### src/rtl/yuv_rgb_pkg.sv
// Shared constants, pixel layouts and helpers for the YUV444 -> XRGB converter.
// Latency: n/a (package only).
// Backpressure: n/a (package only).
package yuv_rgb_pkg;

  // Every intermediate result fits in 20 bits signed for any 8-bit Y/U/V.
  localparam int INT_W = 20;
  typedef logic signed [INT_W-1:0] sint_t;

  localparam sint_t COEF_Y  = sint_t'(298);
  localparam sint_t COEF_RV = sint_t'(409);
  localparam sint_t COEF_GU = sint_t'(100);
  localparam sint_t COEF_GV = sint_t'(208);
  localparam sint_t COEF_BU = sint_t'(516);

  localparam sint_t OFF_Y   = sint_t'(16);
  localparam sint_t OFF_C   = sint_t'(128);
  localparam sint_t ROUND   = sint_t'(128);
  localparam int    SHIFT   = 8;

  // One 32-bit lane, MSB first: byte3 pad, byte2 Y, byte1 U, byte0 V.
  typedef struct packed {
    logic [7:0] pad;
    logic [7:0] y;
    logic [7:0] u;
    logic [7:0] v;
  } yuv_pix_t;

  // One 32-bit lane, MSB first: byte3 pad, byte2 R, byte1 G, byte0 B.
  typedef struct packed {
    logic [7:0] pad;
    logic [7:0] r;
    logic [7:0] g;
    logic [7:0] b;
  } rgb_pix_t;

  // Zero-extend an unsigned byte into the signed intermediate width.
  function automatic sint_t zext8(input logic [7:0] b);
    return sint_t'({{(INT_W-8){1'b0}}, b});
  endfunction

  // Arithmetic shift (floor) then clamp to 0..255.
  function automatic logic [7:0] sat8(input sint_t sum);
    sint_t q;
    q = sum >>> SHIFT;
    if (q[INT_W-1]) begin
      return 8'h00;
    end else if (|q[INT_W-2:8]) begin
      return 8'hFF;
    end
    return q[7:0];
  endfunction

endpackage

### src/rtl/nasti_stream_channel.sv
// Stream channel bundle: valid/ready handshake with data, byte qualifiers and sideband.
// Latency: n/a (wires only).
// Backpressure: master holds payload while t_valid && !t_ready.
interface nasti_stream_channel #(
  parameter int ID_WIDTH   = 1,
  parameter int DEST_WIDTH = 1,
  parameter int USER_WIDTH = 1,
  parameter int DATA_WIDTH = 64
);
  logic                    t_valid;
  logic                    t_ready;
  logic [DATA_WIDTH-1:0]   t_data;
  logic [DATA_WIDTH/8-1:0] t_strb;
  logic [DATA_WIDTH/8-1:0] t_keep;
  logic                    t_last;
  logic [ID_WIDTH-1:0]     t_id;
  logic [DEST_WIDTH-1:0]   t_dest;
  logic [USER_WIDTH-1:0]   t_user;

  modport master (
    output t_valid, t_data, t_strb, t_keep, t_last, t_id, t_dest, t_user,
    input  t_ready
  );

  modport slave (
    input  t_valid, t_data, t_strb, t_keep, t_last, t_id, t_dest, t_user,
    output t_ready
  );
endinterface

### src/rtl/yuv2rgb_pixel.sv
// Converts one YUV444 pixel to XRGB: products, then rounded sums, then shift+saturate.
// Latency: 3 registered stages; the last stage is the output register.
// Backpressure: all stages hold while en is low.
module yuv2rgb_pixel
  import yuv_rgb_pkg::*;
(
  input  logic     aclk,
  input  logic     aresetn,
  input  logic     en,
  input  yuv_pix_t pix_in,
  output rgb_pix_t pix_out
);

  sint_t c, d, e;
  sint_t p_y, p_rv, p_gu, p_gv, p_bu;
  sint_t s_r, s_g, s_b;
  logic  unused_pad;

  // Input byte3 carries no colour information.
  assign unused_pad = ^pix_in.pad;

  assign c = zext8(pix_in.y) - OFF_Y;
  assign d = zext8(pix_in.u) - OFF_C;
  assign e = zext8(pix_in.v) - OFF_C;

  // Stage 1: register the five coefficient products.
  always_ff @(posedge aclk or negedge aresetn) begin
    if (!aresetn) begin
      p_y  <= '0;
      p_rv <= '0;
      p_gu <= '0;
      p_gv <= '0;
      p_bu <= '0;
    end else if (en) begin
      p_y  <= COEF_Y  * c;
      p_rv <= COEF_RV * e;
      p_gu <= COEF_GU * d;
      p_gv <= COEF_GV * e;
      p_bu <= COEF_BU * d;
    end
  end

  // Stage 2: per-channel sums with the rounding constant folded in.
  always_ff @(posedge aclk or negedge aresetn) begin
    if (!aresetn) begin
      s_r <= '0;
      s_g <= '0;
      s_b <= '0;
    end else if (en) begin
      s_r <= p_y + p_rv + ROUND;
      s_g <= p_y - p_gu - p_gv + ROUND;
      s_b <= p_y + p_bu + ROUND;
    end
  end

  // Stage 3: floor shift and clamp into the output register; pad byte forced to zero.
  always_ff @(posedge aclk or negedge aresetn) begin
    if (!aresetn) begin
      pix_out <= '0;
    end else if (en) begin
      pix_out <= rgb_pix_t'({8'h00, sat8(s_r), sat8(s_g), sat8(s_b)});
    end
  end

endmodule

### src/rtl/yuv444_to_rgb.sv
// Two-pixel-per-beat YUV444 -> XRGB stream converter with sideband passthrough.
// Latency: 3 cycles from src handshake to dst.t_valid; one beat per cycle sustained.
// Backpressure: single enable stalls every stage; src.t_ready = !dst.t_valid || dst.t_ready.
module yuv444_to_rgb
  import yuv_rgb_pkg::*;
#(
  parameter int DATA_WIDTH = 64,
  parameter int USER_WIDTH = 1,
  parameter int DEST_WIDTH = 1,
  parameter int ID_WIDTH   = 1
) (
  input  logic                      aclk,
  input  logic                      aresetn,
  nasti_stream_channel.slave        src,
  nasti_stream_channel.master       dst
);

  typedef struct packed {
    logic                  last;
    logic [USER_WIDTH-1:0] user;
    logic [DEST_WIDTH-1:0] dest;
    logic [ID_WIDTH-1:0]   id;
  } side_t;

  logic     en;
  logic     vld_s1, vld_s2, vld_out;
  side_t    side_in, side_s1, side_s2, side_out;
  rgb_pix_t rgb0, rgb1;

  // Output register empty or draining: the whole pipe may move.
  assign en          = !vld_out || dst.t_ready;
  assign src.t_ready = en;

  assign side_in = '{last: src.t_last, user: src.t_user, dest: src.t_dest, id: src.t_id};

  yuv2rgb_pixel u_pix0 (
    .aclk    (aclk),
    .aresetn (aresetn),
    .en      (en),
    .pix_in  (yuv_pix_t'(src.t_data[31:0])),
    .pix_out (rgb0)
  );

  yuv2rgb_pixel u_pix1 (
    .aclk    (aclk),
    .aresetn (aresetn),
    .en      (en),
    .pix_in  (yuv_pix_t'(src.t_data[63:32])),
    .pix_out (rgb1)
  );

  // Valid bits and sideband travel in lockstep with the pixel stages; bubbles move too.
  always_ff @(posedge aclk or negedge aresetn) begin
    if (!aresetn) begin
      vld_s1   <= 1'b0;
      vld_s2   <= 1'b0;
      vld_out  <= 1'b0;
      side_s1  <= '0;
      side_s2  <= '0;
      side_out <= '0;
    end else if (en) begin
      vld_s1   <= src.t_valid;
      vld_s2   <= vld_s1;
      vld_out  <= vld_s2;
      side_s1  <= side_in;
      side_s2  <= side_s1;
      side_out <= side_s2;
    end
  end

  assign dst.t_valid = vld_out;
  assign dst.t_data  = {rgb1, rgb0};
  assign dst.t_strb  = '1;
  assign dst.t_keep  = '1;
  assign dst.t_last  = side_out.last;
  assign dst.t_user  = side_out.user;
  assign dst.t_dest  = side_out.dest;
  assign dst.t_id    = side_out.id;

  // Partial lanes have no meaning for pixel data, so flag any accepted beat carrying them.
  always @(posedge aclk) begin
    if (aresetn && src.t_valid && en) begin
      assert (&src.t_keep && &src.t_strb) else $error("Null byte not supported");
    end
  end

endmodule

### src/flat_wrapper.sv
// flat-port wrapper written by rule: the top's interface ports become plain ports
module yuv444_to_rgb_flat import yuv_rgb_pkg::*;
#(
  parameter int DATA_WIDTH = 64,
  parameter int USER_WIDTH = 1,
  parameter int DEST_WIDTH = 1,
  parameter int ID_WIDTH   = 1
)
  (aclk, aresetn, src_t_valid, src_t_data, src_t_strb, src_t_keep, src_t_last, src_t_id, src_t_dest, src_t_user, src_t_ready, dst_t_valid, dst_t_data, dst_t_strb, dst_t_keep, dst_t_last, dst_t_id, dst_t_dest, dst_t_user, dst_t_ready);
  nasti_stream_channel #(.ID_WIDTH(ID_WIDTH), .DEST_WIDTH(DEST_WIDTH), .USER_WIDTH(USER_WIDTH), .DATA_WIDTH(DATA_WIDTH)) src_i ();
  nasti_stream_channel #(.ID_WIDTH(ID_WIDTH), .DEST_WIDTH(DEST_WIDTH), .USER_WIDTH(USER_WIDTH), .DATA_WIDTH(DATA_WIDTH)) dst_i ();
  input  logic aclk;
  input  logic aresetn;
  input wire logic [$bits(src_i.t_valid)-1:0] src_t_valid;
  input wire logic [$bits(src_i.t_data)-1:0] src_t_data;
  input wire logic [$bits(src_i.t_strb)-1:0] src_t_strb;
  input wire logic [$bits(src_i.t_keep)-1:0] src_t_keep;
  input wire logic [$bits(src_i.t_last)-1:0] src_t_last;
  input wire logic [$bits(src_i.t_id)-1:0] src_t_id;
  input wire logic [$bits(src_i.t_dest)-1:0] src_t_dest;
  input wire logic [$bits(src_i.t_user)-1:0] src_t_user;
  output wire logic [$bits(src_i.t_ready)-1:0] src_t_ready;
  output wire logic [$bits(dst_i.t_valid)-1:0] dst_t_valid;
  output wire logic [$bits(dst_i.t_data)-1:0] dst_t_data;
  output wire logic [$bits(dst_i.t_strb)-1:0] dst_t_strb;
  output wire logic [$bits(dst_i.t_keep)-1:0] dst_t_keep;
  output wire logic [$bits(dst_i.t_last)-1:0] dst_t_last;
  output wire logic [$bits(dst_i.t_id)-1:0] dst_t_id;
  output wire logic [$bits(dst_i.t_dest)-1:0] dst_t_dest;
  output wire logic [$bits(dst_i.t_user)-1:0] dst_t_user;
  input wire logic [$bits(dst_i.t_ready)-1:0] dst_t_ready;
  assign src_i.t_valid = src_t_valid;
  assign src_i.t_data = src_t_data;
  assign src_i.t_strb = src_t_strb;
  assign src_i.t_keep = src_t_keep;
  assign src_i.t_last = src_t_last;
  assign src_i.t_id = src_t_id;
  assign src_i.t_dest = src_t_dest;
  assign src_i.t_user = src_t_user;
  assign src_t_ready = src_i.t_ready;
  assign dst_t_valid = dst_i.t_valid;
  assign dst_t_data = dst_i.t_data;
  assign dst_t_strb = dst_i.t_strb;
  assign dst_t_keep = dst_i.t_keep;
  assign dst_t_last = dst_i.t_last;
  assign dst_t_id = dst_i.t_id;
  assign dst_t_dest = dst_i.t_dest;
  assign dst_t_user = dst_i.t_user;
  assign dst_i.t_ready = dst_t_ready;
  yuv444_to_rgb #(.DATA_WIDTH(DATA_WIDTH), .USER_WIDTH(USER_WIDTH), .DEST_WIDTH(DEST_WIDTH), .ID_WIDTH(ID_WIDTH)) u_core (.aclk(aclk), .aresetn(aresetn), .src(src_i), .dst(dst_i));
endmodule
### config.mk
export PLATFORM = sky130hd
export DESIGN_NAME = yuv444_to_rgb_flat
export DESIGN_NICKNAME = d
export VERILOG_FILES = /design/src/rtl/yuv_rgb_pkg.sv /design/src/rtl/nasti_stream_channel.sv /design/src/rtl/yuv2rgb_pixel.sv /design/src/rtl/yuv444_to_rgb.sv /design/src/flat_wrapper.sv
export SDC_FILE = /design/constraint.sdc
export NUM_CORES = 1
export LEC_CHECK = 0
export BUFFER_PORTS_ARGS = -buffer_cell sky130_fd_sc_hd__buf_2
export CORE_MARGIN = 8
export CORE_UTILIZATION = 65
export DETAILED_ROUTE_END_ITERATION = 10
export PLACE_DENSITY = 0.85
export REMOVE_ABC_BUFFERS = 1
export SYNTH_ARGS = -nofsm -noshare
export SYNTH_HDL_FRONTEND = slang
export SYNTH_SLANG_ARGS = --single-unit
### constraint.sdc
create_clock -name aclk -period 5.25 [get_ports aclk]
set_input_delay 0.2625 -clock aclk [delete_from_list [all_inputs] [get_ports aclk]]
set_output_delay 0.2625 -clock aclk [all_outputs]
set_load 0.02 [all_outputs]
==> metrics.md, run 1 <==
| Metric | Value |
|---|---|
| Max Root-Sink Buffers | `3` |
| Relative slew slack | `25.2%` |
| HPWL Detailed | `45500 um` |
| Clk_skew | `20.1 ps` |
| Routed vias | `20100` |
| Hold depth | `3` |
| Most common cell after layout, fill and taps aside | `ha_1` |
| Crit-path max FO | `4` |
| GRT Total Usage | `25.6%` |
| First-pass GRT wire length | `100000 um` |
| Max incr delay on CP | `610 ps` |
| PwrDens | `691 nW/um^2` |
| Top FF cell, synth | `dfrtp_1` |
| Core area | `39600 um^2` |
| Synth Area in Compound Gates | `15.0%` |
| EDFF count, synth | `0` |
| Synth Area in Adders | `34.1%` |
| Grt ovf | `0` |
| Die H | `216 um` |
| Post-synthesis mux area share | `0.317%` |
| Reg2reg path depth | `10` |
| Worst hold path startpoint | `src_t_data[34]` |
| Fillers | `2917` |
| ANT nets after route | `0` |
| Antenna violations before repair | `3` |
| CTS Sinks | `293` |
| CTS Buf Count | `35` |
| Post-synth top area share | `28.1%` |
| Reg2reg end | `u_core.u_pix1.s_g[18]$_DFFE_PN0P_` |
| Final std cells w/o fill | `3443` |
| GPL Wtd Cong | `0.932` |
| Vias per cell | `5.85` |
| Routed wire per std cell | `17.3 um` |
| H-tree Lvls | `2` |
| Setup Fix Bufs, Post-CTS | `0` |
| Fin nets | `3628` |
| Yosys reg bits | `293` |
| TritonCTS clock tree | `done` |
| Share of cells above drive strength 1 | `6.92%` |
| Post-synth top area cell | `dfrtp_1` |
| Area Growth Syn to Fin | `8.12%` |
| Leakage power | `14.8 nW` |
| Initial Utilization | `65.8%` |
| DRC viols | `0` |
| Min Clock Period, post-route | `4140 ps` |
| # setup viols final | `0` |
| Delay-heaviest family, CP | `adder cells` |
| Worst setup EP type | `flip-flop` |
| Fin. max-slew vios | `0` |
| Cell area after synthesis | `26100 um^2` |
| CP most frequent cell | `ha_1` |
| Worst hold path type | `in -> reg` |
| Worst Path Arrival | `4610 ps` |
| Final hold vios | `0` |
| Synth warnings | `0` |
| Clock Latency Late Sink | `540 ps` |
| Simple-Gate Fraction of Synth Area | `10.5%` |
| TritonRoute pass-1 iters | `6` |
| WL final | `59500 um` |
| Reg2reg start | `u_core.u_pix1.p_y[4]$_DFFE_PN0P_` |
| Most frequent cells in the layout | `540 x ha_1, 359 x inv_1, 346 x nand2_1` |
| Iter 0 DRT Violations | `1275` |
| Dpl cells | `3371` |
| Die Wd | `216 um` |
| # rows | `73` |
| Worst Path Required | `5730 ps` |
| CP Buf/Inv Count | `5` |
| Port Buf Inserts | `109` |
| Post-synthesis cell count | `2816` |
| Fin crit share | `78.8%` |
| Sequential fraction of the synthesis area | `28.1%` |
| Worst Tran Pin Value | `1120 ps` |
| R2r setup slk | `1480 ps` |
| Result of the run | `finished clean` |
| Root Buffer Master | `clkbuf_16` |
| Total power | `19.5 mW` |
| Synth unique cells | `70` |
| Fmax | `242 MHz` |
| Startpoint Class | `input port` |
| WHS Endpoint | `u_core.u_pix1.p_rv[2]$_DFFE_PN0P_` |
| Clock-pin slew on the worst setup and hold paths | `60 ps` |
| Vias in the first global route | `20500` |
| Worst-path cell chain | `buf_2 > inv_1 > ha_1 > nor3b_1 > ha_1 > ha_1 > fa_1 > inv_1 > fa_1 > inv_1 > ha_1 > ha_1 > inv_1 > o21bai_1 > a21o_1 > a21oi_1 > or4b_2 > nand3_1` |
| Xor/xnor share of the synthesized area | `4.53%` |
| Final Cell Area | `28200 um^2` |
| Crit Path Category | `in -> reg` |
| Placed cell areas | `26900 um^2` |
| # IOs | `174` |
| Post-Syn Area per Cell | `9.26 um^2` |
| Largest family of logic cells by synthesized area | `adder cells` |
| Peak VDD IR | `0.000528 V` |
| Synth area leaders | `dfrtp_1 28%, ha_1 26%, fa_1 8.2%` |
| Max-Cap Viols | `0` |
| Ys async rst share | `100%` |
| Slowest CP cell | `or4b_2` |
| Unrepaired setup endpoints after global routing | `no` |
| DIE AREA | `46800 um^2` |
| Largest net degree at the start of global routing | `197` |
-- worst reg2reg max path, stage by stage, from the launching register on --
cell       delay (ps)
dfrtp_1           480
fa_1              510
ha_1              310
ha_1              310
a21o_1            160
a21o_1            190
a2111oi_0         820
o211ai_1          280
a311oi_1          310
xor2_1            170
o21ai_0            90
-- flip-flops by register name (all words and copies together), names as in the netlist, 18 cells and up --
register,count
u_core.u_pix1.p_rv,19
u_core.u_pix1.pix_out,24
u_core.u_pix0.pix_out,24
u_core.u_pix0.p_bu,18
u_core.u_pix0.p_y,18
u_core.u_pix0.p_rv,19
u_core.u_pix1.p_bu,18
u_core.u_pix1.p_y,18
-- power breakdown --
part           internal, mW  switching, mW  leakage (nW)  total, mW
registers              3.34          0.994          3.48       4.33
clock network          1.46          0.972         0.568       2.43
logic                  5.42           7.31          10.7       12.7
total                  10.2           9.27          14.8       19.5
-- cell families (layout without fill, tap and decap cells) --
kind of cell,count (synthesis),count (layout)
other cells,2,33
compound gates,617,617
simple gates,633,633
buf+inv,481,552
mux,8,8
xor+xnor,135,135
flops,293,293
fa+ha+maj,647,647
-- what timing repair did --
action	in CTS	in global routing
setup endpoints to repair	0	0
hold buffers	10	0
resized for setup	0	0
endpoints found under the hold margin	88	0
-- how the worst max path moves through the flow --
stage | from | endpoint | slack (ps) | cells after the start
CTS | src_t_data[52] | u_core.u_pix1.p_y[14]$_DFFE_PN0P_ | 1160 | 18
floorplan | u_core.dst.t_valid$_DFFE_PN0P_ | u_core.u_pix1.p_rv[18]$_DFFE_PN0P_ | -15280 | 5
global placement | src_t_data[52] | u_core.u_pix1.p_y[14]$_DFFE_PN0P_ | 730 | 18
detailed placement | src_t_data[52] | u_core.u_pix1.p_y[14]$_DFFE_PN0P_ | 610 | 18
global route | src_t_data[52] | u_core.u_pix1.p_y[14]$_DFFE_PN0P_ | 870 | 18
finish | src_t_data[52] | u_core.u_pix1.p_y[14]$_DFFE_PN0P_ | 1110 | 18
-- layout make-up --
cell class / count / area (um^2) / share of cell area (%)
clock buffers: 49 / 1020 / 3.61
multi-input cells: 2072 / 16900 / 60.0
well taps: 525 / 657 / 2.33
flip-flops and latches: 293 / 7330 / 26.0
repair buffers: 129 / 768 / 2.72
inverters: 362 / 1370 / 4.84
diodes: 1 / 2.50 / 0.00887
clock inverters: 12 / 131 / 0.466
-- routing by layer --
layer | part of all wire [%] | vias up | global-route usage, %
li1 | - | 9719 | -
met1 | 44 | 9695 | 34.0
met2 | 46 | 561 | 41.9
met3 | 5.9 | 147 | 4.05
met4 | 3.4 | 4 | 9.76
met5 | 0.035 | - | 0
-- per-stage QoR --
step	util, %	setup WS [ps]	TNS (ps)	hold slack, ps
finish	71.1	1110	0	38.4
floorplan	-	-15280	-3272130	-33.1
global placement	68.0	727	0	280
detailed placement	68.0	611	0	291
global route	71.1	870	0	47.5
CTS	71.1	1160	0	18.9
-- Yosys cell counts (all sizes together) (6+ instances only) --
cell,number
o21bai,25
a21o,49
or3,10
o41ai,54
o21a,22
fa,107
a211oi,20
a31o,7
or2,6
a21oi,181
xor2,51
o21ai,172
nand3,25
mux2i,6
nor2b,15
o211ai,13
nand4b,6
buf,59
a2111oi,7
nor2,142
nand2,346
nand2b,14
dfrtp,293
nand4,9
nor3,31
ha,540
nor3b,12
inv,360
a31oi,10
clkbuf,59
xnor2,84
o31ai,16
(Power assumes the default switching activity.)
==> run 2, diff against run 1 <==
--- a/config.mk
+++ b/config.mk
@@ -5,11 +5,12 @@
 export SDC_FILE = /design/constraint.sdc
 export NUM_CORES = 1
 export LEC_CHECK = 0
+export ABC_AREA = 1
 export BUFFER_PORTS_ARGS = -buffer_cell sky130_fd_sc_hd__buf_2
 export CORE_MARGIN = 8
-export CORE_UTILIZATION = 65
+export CORE_UTILIZATION = 57
 export DETAILED_ROUTE_END_ITERATION = 10
-export PLACE_DENSITY = 0.85
+export PLACE_DENSITY = 0.78
 export REMOVE_ABC_BUFFERS = 1
 export SYNTH_ARGS = -nofsm -noshare
 export SYNTH_HDL_FRONTEND = slang
==> constraint.sdc (replaced) <==
create_clock -name aclk -period 3.5 [get_ports aclk]
set_input_delay 0.175 -clock aclk [delete_from_list [all_inputs] [get_ports aclk]]
set_output_delay 0.175 -clock aclk [all_outputs]
set_load 0.02 [all_outputs]
==> run 2 against run 1 <==
  * Power increased by 68%
  * Clock skew decreased by 3.4 ps
  * Area after synthesis increased by 8.1%
  * Highest routed layer is now met4
  * Critical endpoint is now u_core.u_pix0.p_rv[12]$_DFFE_PN0P_
  * First-iteration DRC count increased by 11%
  * Largest power group unchanged
  * Routed wire length increased by 15%
==> metrics.md, run 2 <==
| Metric | Value |
|---|---|
| Result of the run | `finished clean` |
| TritonCTS clock tree | `done` |
| DIE AREA | `56800 um^2` |
| Routed vias | `23800` |
| Worst setup EP type | `flip-flop` |
| Most common cell after layout, fill and taps aside | `nand2_1` |
| Ys async rst share | `100%` |
| Busiest layer in global routing | `met2` |
| Simple-Gate Fraction of Synth Area | `21.8%` |
| GPL Wtd Cong | `0.964` |
| First-pass GRT wire length | `113000 um` |
| Most frequent cell after synthesis | `nand2_1` |
| P_int | `16.0 mW` |
| Clock-pin slew on the worst setup and hold paths | `60 ps` |
| Synth unique cells | `47` |
| Worst Path Required | `3960 ps` |
| Pre-CTS setup slack | `-578 ps` |
| Largest net degree at the start of global routing | `157` |
| ANT nets after route | `0` |
| Worst Path Arrival | `3930 ps` |
| Sequential fraction of the synthesis area | `26.0%` |
| Top FF cell, synth | `dfrtp_1` |
| NetSw | `16.7 mW` |
| PwrDens | `1020 nW/um^2` |
| Final core utilization | `65.4%` |
| Max-Cap Viols | `0` |
| Fin nets | `4576` |
| Routed wire per std cell | `15.1 um` |
| Flop pwr share | `18.9%` |
| Reg2reg start | `u_core.u_pix1.p_y[6]$_DFFE_PN0P_` |
| Core area | `48800 um^2` |
| # IOs | `174` |
| Worst setup endpoint | `u_core.u_pix0.p_rv[12]$_DFFE_PN0P_` |
| Clock power share | `12.2%` |
| Grt ovf | `0` |
| Min Clock Period, post-route | `3470 ps` |
| Synth area leaders | `dfrtp_1 26%, ha_1 24%, nand2_1 12%` |
| Xor/xnor share of the synthesized area | `1.74%` |
| Reg2reg path depth | `12` |
| Crit-path max FO | `4` |
| Peak VDD IR | `0.000641 V` |
| Final hold vios | `0` |
| EDFF count, synth | `0` |
| Met1 usage | `30.4%` |
| Yosys reg bits | `293` |
| WL final | `68600 um` |
| Fmax | `288 MHz` |
| Post-Syn Area per Cell | `7.87 um^2` |
| Initial Utilization | `57.7%` |
| Post-synthesis mux area share | `0%` |
| Startpoint Class | `input port` |
| DRC viols | `0` |
| TritonRoute pass-1 iters | `6` |
| Critical Path Source | `src_t_data[2]` |
| Leakage power | `17.6 nW` |
| Area Growth Syn to Fin | `13.4%` |
| Worst hold path type | `in -> reg` |
| HPWL Detailed | `55100 um` |
| Fin crit share | `99.2%` |
| Relative slew slack | `36.2%` |
| Clock Latency Late Sink | `550 ps` |
| H-tree Lvls | `2` |
| Worst Tran Pin Value | `957 ps` |
| Sw frac | `51.1%` |
| CTS Sinks | `293` |
| Die Wd | `238 um` |
| Cell area after synthesis | `28200 um^2` |
| Root Buffer Master | `clkbuf_16` |
| Share of cells above drive strength 1 | `10.1%` |
| Clk_skew | `16.7 ps` |
| Synth Area in Adders | `31.6%` |
| Antenna violations before repair | `1` |
| Combinational group share of total power | `68.9%` |
| Vias per cell | `5.24` |
| Synth Area in Compound Gates | `9.14%` |
| R2r setup slk | `710 ps` |
| Synth warnings | `0` |
| Reg2reg end | `u_core.u_pix1.s_g[16]$_DFFE_PN0P_` |
| Post-synthesis cell count | `3583` |
| GRT Total Usage | `24.1%` |
| Post-route setup slack | `28.3 ps` |
| Post-synth top area cell | `dfrtp_1` |
| Port Buf Inserts | `109` |
| # setup viols final | `0` |
| Fin. max-slew vios | `0` |
| Vias in the first global route | `22800` |
| Post-synth top area share | `26.0%` |
| Die H | `238 um` |
| Max Root-Sink Buffers | `3` |
| # rows | `81` |
| Top cells by count, synth | `877 x nand2_1, 563 x inv_1, 540 x ha_1` |
| Iter 0 DRT Violations | `1414` |
| Routing usage on met3 | `3.18%` |
| Grt met2 use | `41.8%` |
| Largest registers | `u_core.u_pix0.pix_out: 24 flops, u_core.u_pix1.pix_out: 24 flops` |
| Crit Path Category | `in -> reg` |
| CTS Buf Count | `36` |
| Largest family of logic cells by synthesized area | `adder cells` |
| Most frequent cells in the layout | `875 x nand2_1, 559 x inv_1, 527 x ha_1` |
## run 2: stage by stage
step / instance area (um^2) / instances / power (mW) / setup TNS [ps] / hold slack (ps)
global placement: 30300 / 4443 / 27.8 / -6600 / 246
CTS: 31700 / 4527 / 32.5 / 0 / 10.4
floorplan: 27700 / 3522 / 22.2 / -462120 / -121
detailed placement: 30300 / 4443 / 28.2 / -9320 / 252
finish: 32000 / 4532 / 32.7 / 0 / 35.3
global route: 32000 / 4531 / 36.2 / -16.9 / 19.3
## run 2: cells by family after synthesis
group           count (synthesis)
xor+xnor                       56
other cells                     2
fa+ha+maj                     647
flops                         293
compound gates                469
buf+inv                       656
simple gates                 1460
## run 2: final cells by class
cell class,count,area [um^2]
timing repair buffer,281,1960
fill,4145,16900
clock buffer,49,1080
multi-input combinational,2664,18400
tap,664,831
clock inverter,14,184
sequential,293,7330
inverter,565,2130
antenna,2,5.00
## run 2: what timing repair did
item                                   in CTS  in global routing
resized for setup                           1                 35
hold buffers                               21                  0
setup endpoints to repair                   1                 24
endpoints found under the hold margin     111                  0
gates cloned                                0                  0
pin swaps                                   0                  8
setup buffers                               0                  3
## run 2: worst min-delay path by stage
| stage | start | to | slack (ps) | cells past startpoint |
|---|---|---|---|---|
| 6_report | src_t_data[1] | u_core.u_pix0.p_rv[1]$_DFFE_PN0P_ | 40 | 4 |
| 5_1_grt | src_t_data[49] | u_core.u_pix1.p_y[2]$_DFFE_PN0P_ | 20 | 3 |
| 4_1_cts | src_t_data[34] | u_core.u_pix1.p_rv[2]$_DFFE_PN0P_ | 10 | 4 |
| 3_5_place_dp | aresetn | u_core.u_pix1.p_rv[16]$_DFFE_PN0P_ | 250 | 1 |
| 3_3_place_gp | aresetn | u_core.u_pix1.p_y[15]$_DFFE_PN0P_ | 250 | 1 |
| 2_1_floorplan | aresetn | u_core.dst.t_dest$_DFFE_PN0P_ | -120 | 0 |
## run 2: routing by layer
layer | vias to the layer above | share of wire (%)
met2 | 476 | 48
met4 | 0 | 4.2
met5 | - | 0
li1 | 12100 | -
met1 | 11000 | 44
met3 | 112 | 3.9
## run 2: power groups by stage
| stage | Clock, mW | Combinational (mW) | Sequential, mW |
|---|---|---|---|
| 2_1_floorplan | 0 | 16.0 | 6.21 |
| 3_3_place_gp | 0 | 21.6 | 6.20 |
| 3_5_place_dp | 0 | 22.0 | 6.24 |
| 4_1_cts | 4.06 | 22.2 | 6.20 |
| 5_1_grt | 4.19 | 25.7 | 6.35 |
| 6_report | 3.99 | 22.6 | 6.19 |
## run 2: critical path, stage by stage
cell	delay [ps]
dlygate4sd3_1	530
buf_2	140
ha_1	280
inv_2	90
fa_1	440
ha_1	310
fa_1	590
ha_4	220
ha_4	280
a21oi_2	60
buf_4	130
o21ai_1	160
a21oi_1	90
or2_2	280
a31oi_1	140
